**src/rtl/log_dump_ctrl.sv**
```systemverilog
// log_dump_ctrl
//   Streams the entire contents of a log memory out as a byte stream.
//   On an accepted start request, reads every word from address 0 upward.
//   Each word is sent MSB byte first over a valid/ready byte interface.
//   A start request is rejected with an error pulse unless the memory
//   holds a complete capture.
//
// Ports
//   clk                  system clock, rising edge
//   i_rst                synchronous active-high reset
//   i_start              one-cycle dump request
//   i_mem_full           log memory holds a complete capture (sampled in IDLE)
//   i_data_log_from_mem  read data from log memory
//   i_tx_ready           byte sink ready
//   o_read_log           one-cycle pulse putting the log memory in read mode
//   o_addr_log_to_mem    read address to log memory
//   o_tx_data            byte to sink
//   o_tx_valid           o_tx_data valid
//   o_busy               dump in progress
//   o_done               one-cycle pulse, dump complete
//   o_err                one-cycle pulse, start rejected
module log_dump_ctrl #(
  parameter int BRAM_ADDR_WIDTH = 15,
  parameter int BRAM_DATA_WIDTH = 16,
  parameter int RD_LATENCY      = 2
) (
  input  logic                       clk,
  input  logic                       i_rst,
  input  logic                       i_start,
  input  logic                       i_mem_full,
  input  logic [BRAM_DATA_WIDTH-1:0] i_data_log_from_mem,
  input  logic                       i_tx_ready,
  output logic                       o_read_log,
  output logic [BRAM_ADDR_WIDTH-1:0] o_addr_log_to_mem,
  output logic [7:0]                 o_tx_data,
  output logic                       o_tx_valid,
  output logic                       o_busy,
  output logic                       o_done,
  output logic                       o_err
);

  localparam int NB    = BRAM_DATA_WIDTH / 8;
  localparam int IDX_W = (NB > 1) ? $clog2(NB) : 1;
  localparam int CNT_W = (RD_LATENCY > 1) ? $clog2(RD_LATENCY) : 1;

  typedef enum logic [2:0] {
    S_IDLE,
    S_REQ,
    S_WAIT,
    S_SEND,
    S_DONE
  } state_e;

  state_e                     state_q,     state_d;
  logic [BRAM_ADDR_WIDTH-1:0] addr_q,      addr_d;
  logic [IDX_W-1:0]           byte_idx_q,  byte_idx_d;
  logic [BRAM_DATA_WIDTH-1:0] word_q,      word_d;
  logic [CNT_W-1:0]           wait_cnt_q,  wait_cnt_d;
  logic [7:0]                 tx_data_q,   tx_data_d;
  logic                       tx_valid_q,  tx_valid_d;
  logic                       read_log_q,  read_log_d;
  logic                       busy_q,      busy_d;
  logic                       done_q,      done_d;
  logic                       err_q,       err_d;

  // Byte idx of a word, index 0 being the most significant byte.
  function automatic logic [7:0] sel_byte(input logic [BRAM_DATA_WIDTH-1:0] w,
                                          input logic [IDX_W-1:0]           idx);
    logic [BRAM_DATA_WIDTH-1:0] sh;
    sh = w >> (8 * (NB - 1 - int'(idx)));
    return sh[7:0];
  endfunction

  always_comb begin
    // NOTE: every variable gets a default before any branch, so no path leaves it unassigned and no latch is inferred.
    state_d    = state_q;
    addr_d     = addr_q;
    byte_idx_d = byte_idx_q;
    word_d     = word_q;
    wait_cnt_d = wait_cnt_q;
    tx_data_d  = tx_data_q;
    tx_valid_d = 1'b0;
    read_log_d = 1'b0;
    done_d     = 1'b0;
    err_d      = 1'b0;

    // Pulse outputs are computed for the state being entered, so they appear
    // registered in the same cycle the FSM occupies that state.
    unique case (state_q)
      S_IDLE: begin
        if (i_start) begin
          if (i_mem_full) begin
            state_d    = S_REQ;
            read_log_d = 1'b1;
            addr_d     = '0;
            byte_idx_d = '0;
          end else begin
            err_d = 1'b1;
          end
        end
      end

      S_REQ: begin
        state_d    = S_WAIT;
        wait_cnt_d = '0;
      end

      S_WAIT: begin
        if (wait_cnt_q == CNT_W'(RD_LATENCY - 1)) begin
          word_d     = i_data_log_from_mem;
          tx_data_d  = sel_byte(i_data_log_from_mem, '0);
          tx_valid_d = 1'b1;
          state_d    = S_SEND;
        end else begin
          wait_cnt_d = wait_cnt_q + CNT_W'(1);
        end
      end

      S_SEND: begin
        tx_valid_d = 1'b1;
        if (i_tx_ready) begin
          if (byte_idx_q != IDX_W'(NB - 1)) begin
            byte_idx_d = byte_idx_q + IDX_W'(1);
            tx_data_d  = sel_byte(word_q, byte_idx_q + IDX_W'(1));
          end else if (addr_q != {BRAM_ADDR_WIDTH{1'b1}}) begin
            addr_d     = addr_q + BRAM_ADDR_WIDTH'(1);
            byte_idx_d = '0;
            wait_cnt_d = '0;
            tx_valid_d = 1'b0;
            state_d    = S_WAIT;
          end else begin
            // Last address: finish instead of wrapping back to 0.
            tx_valid_d = 1'b0;
            done_d     = 1'b1;
            state_d    = S_DONE;
          end
        end
      end

      S_DONE: begin
        state_d = S_IDLE;
      end

      default: begin
        state_d = S_IDLE;
      end
    endcase

    busy_d = (state_d != S_IDLE);
  end

  always_ff @(posedge clk) begin
    // NOTE: the word register is an ordinary flop bank, not a RAM, so clearing it on reset is cheap and keeps restarts deterministic.
    if (i_rst) begin
      state_q    <= S_IDLE;
      addr_q     <= '0;
      byte_idx_q <= '0;
      word_q     <= '0;
      wait_cnt_q <= '0;
      tx_data_q  <= '0;
      tx_valid_q <= 1'b0;
      read_log_q <= 1'b0;
      busy_q     <= 1'b0;
      done_q     <= 1'b0;
      err_q      <= 1'b0;
    end else begin
      // NOTE: non-blocking assignments so every flop samples the pre-edge values of the others.
      state_q    <= state_d;
      addr_q     <= addr_d;
      byte_idx_q <= byte_idx_d;
      word_q     <= word_d;
      wait_cnt_q <= wait_cnt_d;
      tx_data_q  <= tx_data_d;
      tx_valid_q <= tx_valid_d;
      read_log_q <= read_log_d;
      busy_q     <= busy_d;
      done_q     <= done_d;
      err_q      <= err_d;
    end
  end

  assign o_read_log        = read_log_q;
  assign o_addr_log_to_mem = addr_q;
  assign o_tx_data         = tx_data_q;
  assign o_tx_valid        = tx_valid_q;
  assign o_busy            = busy_q;
  assign o_done            = done_q;
  assign o_err             = err_q;

endmodule

```
**config.mk**
```make
export PLATFORM = sky130hd
export DESIGN_NAME = log_dump_ctrl
export DESIGN_NICKNAME = d
export VERILOG_FILES = /design/src/rtl/log_dump_ctrl.sv
export SDC_FILE = /design/constraint.sdc
export NUM_CORES = 1
export LEC_CHECK = 0
export ABC_AREA = 1
export BUFFER_PORTS_ARGS = -buffer_cell sky130_fd_sc_hd__buf_2
export CAP_MARGIN = 40
export CORE_MARGIN = 2
export CORE_UTILIZATION = 25
export CTS_BUF_LIST = sky130_fd_sc_hd__clkbuf_16
export DETAILED_ROUTE_END_ITERATION = 7
export SLEW_MARGIN = 5
export SYNTH_ARGS = -nofsm -noshare
export SYNTH_HDL_FRONTEND = slang
export SYNTH_SLANG_ARGS = --single-unit
```
**constraint.sdc**
```tcl
create_clock -name clk -period 3.02 [get_ports clk]
set_input_delay 0.453 -clock clk [delete_from_list [all_inputs] [get_ports clk]]
set_output_delay 0.453 -clock clk [all_outputs]
set_load 0.01 [all_outputs]
```
=== After elaboration in Yosys (flattened, before gate mapping) ===
Cells that the tools add are included.

* Output and inout port bits: 28
* Bits in registers: 49
* Logic and storage cells: 78

* Equality and inequality tests: 11
* Bitwise gates (word level): 5
* Reductions and logical operators: 12
* Shift-type cells: 1
* Muxes and demuxes: 34
* Add/subtract/negate cells: 4

{| class="wikitable"
|+ Operator list
! cell !! number
|-
| $mux W15 || 5
|-
| $shr A16 B32 Y8 || 1
|-
| $pmux W15 S2 || 1
|-
| $mux W8 || 3
|-
| $mux W3 || 6
|-
| $pmux W8 S2 || 1
|-
| $add A15 B1 Y15 const B || 1
|-
| $ne A15 B15 Y1 const B || 1
|-
| $mux W1 || 14
|-
| $ne A2 B2 Y1 const B || 7
|-
| $pmux W3 S4 || 1
|-
| $reduce_and A4 Y1 || 3
|-
| $eq A3 B2 Y1 const B || 2
|-
| $reduce_and A6 Y1 || 1
|-
| $reduce_bool A3 Y1 || 2
|-
| $not A1 Y1 || 5
|-
| $pmux W1 S2 || 2
|-
| $reduce_bool A2 Y1 || 2
|-
| $reduce_or A4 Y1 || 1
|-
| $eq A3 B1 Y1 const B || 1
|-
| $logic_not A3 Y1 || 1
|-
| $pmux W1 S3 || 1
|-
| $reduce_or A3 Y1 || 1
|-
| $add A1 B1 Y1 const B || 2
|-
| other kinds (2) || 2
|}

=== Logic depth before layout (Yosys ltp) ===
Gate-level depths: netlist (run 1).

* Depth after elaboration: 6
* Mapped depth: 11
* Gate-level depth less buffers: 10

=== Worst setup path before layout (run 1) ===
No wires, ideal clock.

* Path type: reg-to-reg
* Start point: reg addr_q[0] (netlist: o_addr_log_to_mem[0])
* End point: reg addr_q[13] (netlist: o_addr_log_to_mem[13])
* Library setup time: 0.110 ns
* Arrival: 1.436 ns
* Cell stages (with the launch flop): 12
* Path buffers: 1
* Path slack: 1.474 ns
* Cell sequence: dfxtp_1 > ha_1 > nand2_1 > nor2_1 > nand2_1 > clkinv_1 > nand3_4 > buf_6 > nand3_1 > nand2_1 > inv_1 > nor2_1

* Longest elaborated chain between the ends: 5
* Elaborated cells on any way between the ends: 8

{| class="wikitable"
|+ Ends and longest elaborated chain
! what !! RTL line !! RTL
|-
| start: declaration || 55 || <nowiki>logic [BRAM_ADDR_WIDTH-1:0] addr_q, addr_d;</nowiki>
|-
| start signal: assignment || 169 || <nowiki>addr_q <= addr_d;</nowiki>
|-
| $add A15 B1 Y15 || 126 || <nowiki>addr_d = addr_q + BRAM_ADDR_WIDTH'(1);</nowiki>
|-
| $mux W15 || 125 || <nowiki>end else if (addr_q != {BRAM_ADDR_WIDTH{1'b1}}) begin</nowiki>
|-
| $mux W15 || 122 || <nowiki>if (byte_idx_q != IDX_W'(NB - 1)) begin</nowiki>
|-
| $mux W15 || 121 || <nowiki>if (i_tx_ready) begin</nowiki>
|-
| $pmux W15 S2 || 89 || <nowiki>unique case (state_q)</nowiki>
|}

Several ways; a longest one is shown, not always the timed one. The select of a mux whose other input is x is not followed.
A chain may end at the register's enable or synchronous reset.

=== Worst setup path in the final report (run 1) ===
* Start point: reg state_q[2]
* End point: reg addr_q[0] (netlist: o_addr_log_to_mem[0])

* Longest elaborated chain between the ends: 3
* Elaborated cells on any way between the ends: 10

{| class="wikitable"
|+ Ends and longest elaborated chain
! what !! RTL line !! RTL
|-
| start: declaration || 54 || <nowiki>state_e state_q, state_d;</nowiki>
|-
| start signal: assignment || 168 || <nowiki>state_q <= state_d;</nowiki>
|-
| $eq A3 B2 Y1 or $logic_not A3 Y1 (tied branches) || 89 ||
|-
| $ne A2 B2 Y1 (no line) or $reduce_bool A2 Y1 (tied branches) || -- ||
|-
| $reduce_and A6 Y1 (no line) || -- ||
|}

Several ways; a longest one is shown, not always the timed one.

==> results.yml, run 1 <==
run_status:
  outcome: "completed"
worst_setup_path:
  rr_endpoint: "o_addr_log_to_mem[0]"
  worst_r2r_startpoint: "state_q[2]"
  reg2reg_slack_ns: 1.05
  crit_type: "register to register"
  required_ns: 3.21
  cp.arrival_ns: 2.16
  cp-end-kind: "register"
  cp-startpoint: "state_q[2]"
  start_kind: "register"
  worstSetupEndpoint: "o_addr_log_to_mem[0]"
  path_max_fanout: 20
  worstRegToRegCells: 8
floorplanning:
  fp.coreArea_mm2: 0.00906
  io_pins: 49
  rows: 35
  die-area_mm2: 0.00999
  die_h_um: 99.9
  initial_core_util: 0.254
  die_w_um: 99.9
placed_design:
  gp_congestion: 0.793
  io_buffers: 48
  dp_hpwl_um: 4100
timing:
  fin_tns_setup_ns: 0
  maxSlewHeadroom: 0.583
  rsz0062_at_grt: "false"
  max_freq_ghz: 0.508
  drv_slew: 0
  fin_crit_sh: 0.652
  post-route-min-period_ns: 1.97
  setup_viol: 0
  final_hold_viol_count: 0
  hold_ws_ns: 0.332
  worstMarginPinSlew_ns: 0.623
  fin_skew_ns: 0.00479
routing:
  drtIter0Drc: 89
  vias: 2154
  dr.pass1.iters: 4
  wl_per_cell_um: 11.4
  viasPerCell: 4.49
  totalWireLength_um: 5500
  drc_errors: 0
  ant_nets: 0
synth:
  synth_flop_cell: "dfxtp_1"
  syn_area_mm2: 0.00230
  syn-num-nets: 347
  yosys_warnings: 0
  ys_seq_elements: 49
  syn_inst: 325
  syn_area_per_cell_um2: 7.08
  synth_edf_count: 0
  synthArstFlopShare: 0
  synth-seq-area-share: 0.426
  synth_cell_types: 28
pwr:
  p_per_area_mw_per_mm2: 474
  max-vdd-ir-drop_mv: 0.221
  leakage_nw: 1.15
cells_and_area:
  antenna_cells: 0
  nNetsFinal: 390
  drive_gt1_frac: 0.201
  areaGrowthSynthToFinish_pct: 19.6
  utilization: 0.304
clocking:
  ctsHoldBuffers: 0
  numCtsBuffers: 5
  post_cts_buffers: 0
  worstSkewPairLatency_ns: 0.29
  clk_pin_slew_ns: 0.07
  cts-root-buf: "clkbuf_16"
  clk_path_buf_depth: 2
  clock-sinks: 49
  cts_tree: "built"
  cts_resized: 0
  h-tree-depth: 2
global_routing:
  first_global_vias: 1996
  grt_start_max_net_pins: 30
  track_usage: 0.119
  antenna_found_initial: 0
  grt_pass1_wl_um: 9450
  overflow: 0
worst_hold_path:
  hold_class: "input port to register"
run:
  drv.max_cap_violation_count: 0
## final cells by class
class                   count  area [µm²]
multi-input cells         226        1100
inverters                  36         135
well taps                 111         139
clock inverters             3        13.8
flip-flops and latches     49         981
repair buffers             50         255
clock buffers               5         125
fillers                   983        6310
## metrics by stage
step,power (W),setup WS [ns],instances,area [µm²]
6_report,0.00130,1.05,480,2750
5_1_grt,0.00136,0.801,480,2750
4_1_cts,0.00132,1.06,480,2750
3_3_place_gp,0.000777,1.15,472,2610
3_5_place_dp,0.000779,1.08,472,2610
2_1_floorplan,0.000743,1.47,325,2300
## synth_stat cells, types with 2 or more instances
library cell / n / area [µm²]
inv_2: 8 / 30.0
nor3b_1: 2 / 15.0
nand3_2: 4 / 40.0
buf_6: 3 / 33.8
nand2_1: 69 / 259
a21oi_1: 19 / 95.1
clkinv_1: 2 / 7.51
buf_2: 3 / 15.0
inv_1: 26 / 97.6
clkbuf_1: 6 / 22.5
nor2_1: 48 / 180
nand3b_1: 3 / 22.5
nand3_1: 12 / 60.1
o21ai_0: 19 / 95.1
dfxtp_1: 49 / 981
xor2_1: 6 / 52.6
nand4_1: 7 / 43.8
o21ai_1: 18 / 90.1
nor3_1: 4 / 20.0
a31oi_1: 9 / 56.3
## report_power, final
group | total (W) | switching (W) | internal, W | leakage (nW)
logic | 0.0000922 | 0.0000580 | 0.0000342 | 0.677
clock network | 0.000539 | 0.000238 | 0.000301 | 0.0748
registers | 0.000671 | 0.0000126 | 0.000659 | 0.396
total | 0.00130 | 0.000309 | 0.000994 | 1.15
## worst min-delay path by stage
| stage | endpoint | start | depth (start not counted) |
|---|---|---|---|
| floorplan | word_q[0] | word_q[0] | 2 |
| global placement | word_q[3] | word_q[3] | 2 |
| detailed placement | word_q[4] | word_q[4] | 2 |
| CTS | o_err | i_mem_full | 2 |
| global route | o_err | i_mem_full | 2 |
| finish | o_err | i_mem_full | 2 |
## worst max-delay path, cell delays in order, from the launching register on
cell and delay [ns]:
dfxtp_1 0.34, inv_2 0.12, nand3_2 0.39, inv_2 0.38, nand3_4 0.22, nand2_4 0.17, inv_2 0.08, nor2_1 0.10
nor2_1 0.05
## registers in the layout, summed over array words and instances (netlist names), 3 cells and up
register / cells
state_q: 3
word_q: 16
o_tx_data: 8
o_addr_log_to_mem: 15
## cell families (layout without fill, tap and decap cells)
| logic type | Yosys count | count (layout) | share of synthesized area |
|---|---|---|---|
| AND/OR/NAND/NOR | 152 | 152 | 0.294 |
| XOR/XNOR | 6 | 6 | 0.0228 |
| AO/OA/AOI/OAI | 67 | 67 | 0.157 |
| adder cells (fa/ha/maj) | 1 | 1 | 0.00544 |
| buffers and inverters | 50 | 94 | 0.0946 |
| flip-flops | 49 | 49 | 0.426 |
## layout by cell type (no fill, tap or decap), drive strengths merged, types with 5 or more instances in the layout
cell,instances
inv,35
nor2,49
a21oi,20
nand4,7
o21ai,38
a31oi,9
nand2,70
buf,50
nand3,17
dfxtp,49
clkbuf,5
xor2,6
## layer usage
layer | GRT usage | part of all wire | up-vias
met5 | 0 | 0 | -
met4 | 0.0411 | 0.011 | 0
met3 | 0.0286 | 0.056 | 5
met2 | 0.190 | 0.45 | 49
met1 | 0.157 | 0.49 | 954
li1 | - | - | 1146
(Power assumes the default switching activity.)
==> inputs of run 2 (changes only) <==
==> constraint.sdc (replaced) <==
create_clock -name clk -period 2.07 [get_ports clk]
set_input_delay 0.3105 -clock clk [delete_from_list [all_inputs] [get_ports clk]]
set_output_delay 0.3105 -clock clk [all_outputs]
set_load 0.01 [all_outputs]
==> results.yml, run 2 (synthesized netlist as in run 1, its figures left out) <==
pwr:
  combPwrFrac: 0.071
  leakage_nw: 1.17
  max-vdd-ir-drop_mv: 0.305
  p_per_area_mw_per_mm2: 723
  p_sw_w: 0.000452
  switching_share: 0.222
  p_clk_frac: 0.450
  intPower_w: 0.00158
  seq_power_share: 0.479
clocking:
  numCtsBuffers: 5
  clk_pin_slew_ns: 0.07
  cts_tree: "built"
  ctsHoldBuffers: 0
  cts_resized: 0
  post_cts_buffers: 0
  worstSkewPairLatency_ns: 0.29
  clock-sinks: 49
  h-tree-depth: 2
  cts-root-buf: "clkbuf_16"
  clk_path_buf_depth: 2
global_routing:
  grt_pass1_wl_um: 9620
  first_global_vias: 2041
  antenna_found_initial: 0
  track_usage: 0.119
  grt_start_max_net_pins: 27
  overflow: 0
cells_and_area:
  utilization: 0.310
  largest_reg_flops: 16
  nNetsFinal: 394
  layout_common_cells: "nand2_1 (69), dfxtp_1 (49), nor2_1 (48), buf_2 (48), inv_1 (26)"
  max_flop_register: "word_q"
  drive_gt1_frac: 0.209
  layout_commonest_cell: "nand2_1"
  areaGrowthSynthToFinish_pct: 22.1
  antenna_cells: 0
  fin_cells: 484
floorplanning:
  rows: 35
  io_pins: 49
  die_w_um: 99.9
  die_h_um: 99.9
  die-area_mm2: 0.00999
  initial_core_util: 0.254
  fp.coreArea_mm2: 0.00906
worst_setup_path:
  rr_endpoint: "o_addr_log_to_mem[2]"
  cp-end-kind: "register"
  cp_top_family: "simple AND/OR/NAND/NOR gates"
  cp-startpoint: "o_addr_log_to_mem[0]"
  cp.arrival_ns: 1.94
  crit_type: "register to register"
  crit_buf_inv: 2
  start_kind: "register"
  cp_slowest_cell: "dfxtp_1"
  critPathMaxStageDelay_ns: 0.41
  worstRegToRegCells: 10
  cpMostUsedCell: "nand2_1"
  worst_r2r_startpoint: "o_addr_log_to_mem[0]"
  crit_chain: "ha_1 > nand2_1 > nor2_1 > nand2_1 > clkinv_1 > nand3_4 > nand2_4 > inv_2 > nand2_1 > a21oi_1"
  required_ns: 2.24
  reg2reg_slack_ns: 0.30
  path_max_fanout: 13
routing:
  ant_nets: 0
  dr.pass1.iters: 4
  totalWireLength_um: 5560
  drtIter0Drc: 47
  vias: 2172
  wl_per_cell_um: 11.5
  drc_errors: 0
  viasPerCell: 4.49
timing:
  fin_crit_sh: 0.856
  setup_viol: 0
  fin_tns_setup_ns: 0
  rsz0062_at_grt: "false"
  drv_slew: 0
  final_hold_viol_count: 0
  worstMarginPinSlew_ns: 0.367
  post-route-min-period_ns: 1.77
  hold_ws_ns: 0.190
  maxSlewHeadroom: 0.755
  max_freq_ghz: 0.565
  fin_skew_ns: 0.00456
placed_design:
  dp_hpwl_um: 4080
  io_buffers: 48
  gp_congestion: 0.913
  numPlacedInstances: 476
run:
  drv.max_cap_violation_count: 0
worst_hold_path:
  hold_depth: 2
  hold_class: "input port to register"
  min_to: "o_err"
  hold_path_startpoint: "i_mem_full"
run_status:
  outcome: "completed"
-- run 2: per-layer routing --
metal	vias up	GRT usage	part of all wire
li1	1145	-	-
met1	966	0.153	0.47
met2	50	0.197	0.46
met3	11	0.0313	0.047
met4	0	0.0390	0.017
met5	-	0	0
-- run 2: through the flow --
step           setup WS [ns]  power, W  instance area (µm²)
6_report               0.299   0.00203                 2810
5_1_grt               0.0810   0.00213                 2810
4_1_cts                0.312   0.00206                 2810
3_5_place_dp           0.326   0.00114                 2640
3_3_place_gp           0.406   0.00114                 2640
2_1_floorplan          0.524   0.00108                 2300
-- run 2: cell type report --
cell class	instances	area (µm²)
inverters	36	135
flip-flops and latches	49	981
repair buffers	54	285
multi-input cells	226	1100
clock inverters	3	41.3
well taps	111	139
clock buffers	5	125
fillers	964	6260
-- run 2: worst max-delay path by stage --
stage                                  to  slack (ns)  cells after the start
finish               o_addr_log_to_mem[2]        0.30                     10
global route         o_addr_log_to_mem[1]        0.08                     10
CTS                  o_addr_log_to_mem[2]        0.31                     10
detailed placement   o_addr_log_to_mem[2]        0.33                     10
global placement     o_addr_log_to_mem[0]        0.41                     10
floorplan           o_addr_log_to_mem[13]        0.52                     11
-- run 2: power groups by stage --
stage | sequential (W) | clock (W) | combinational (W)
after detailed placement | 0.000995 | 0 | 0.000145
after CTS | 0.000973 | 0.000937 | 0.000145
final | 0.000973 | 0.000915 | 0.000144
after global placement | 0.000993 | 0 | 0.000143
after global routing | 0.000975 | 0.000990 | 0.000166
after floorplan | 0.000997 | 0 | 0.0000870
-- run 2: worst register-to-register path, cell delays in order, from the launching register on --
cell      delay (ns)
dfxtp_1         0.41
ha_1            0.22
nand2_1         0.08
nor2_1          0.16
nand2_1         0.14
clkinv_1        0.10
nand3_4         0.16
nand2_4         0.18
inv_2           0.09
nand2_1         0.07
a21oi_1         0.06
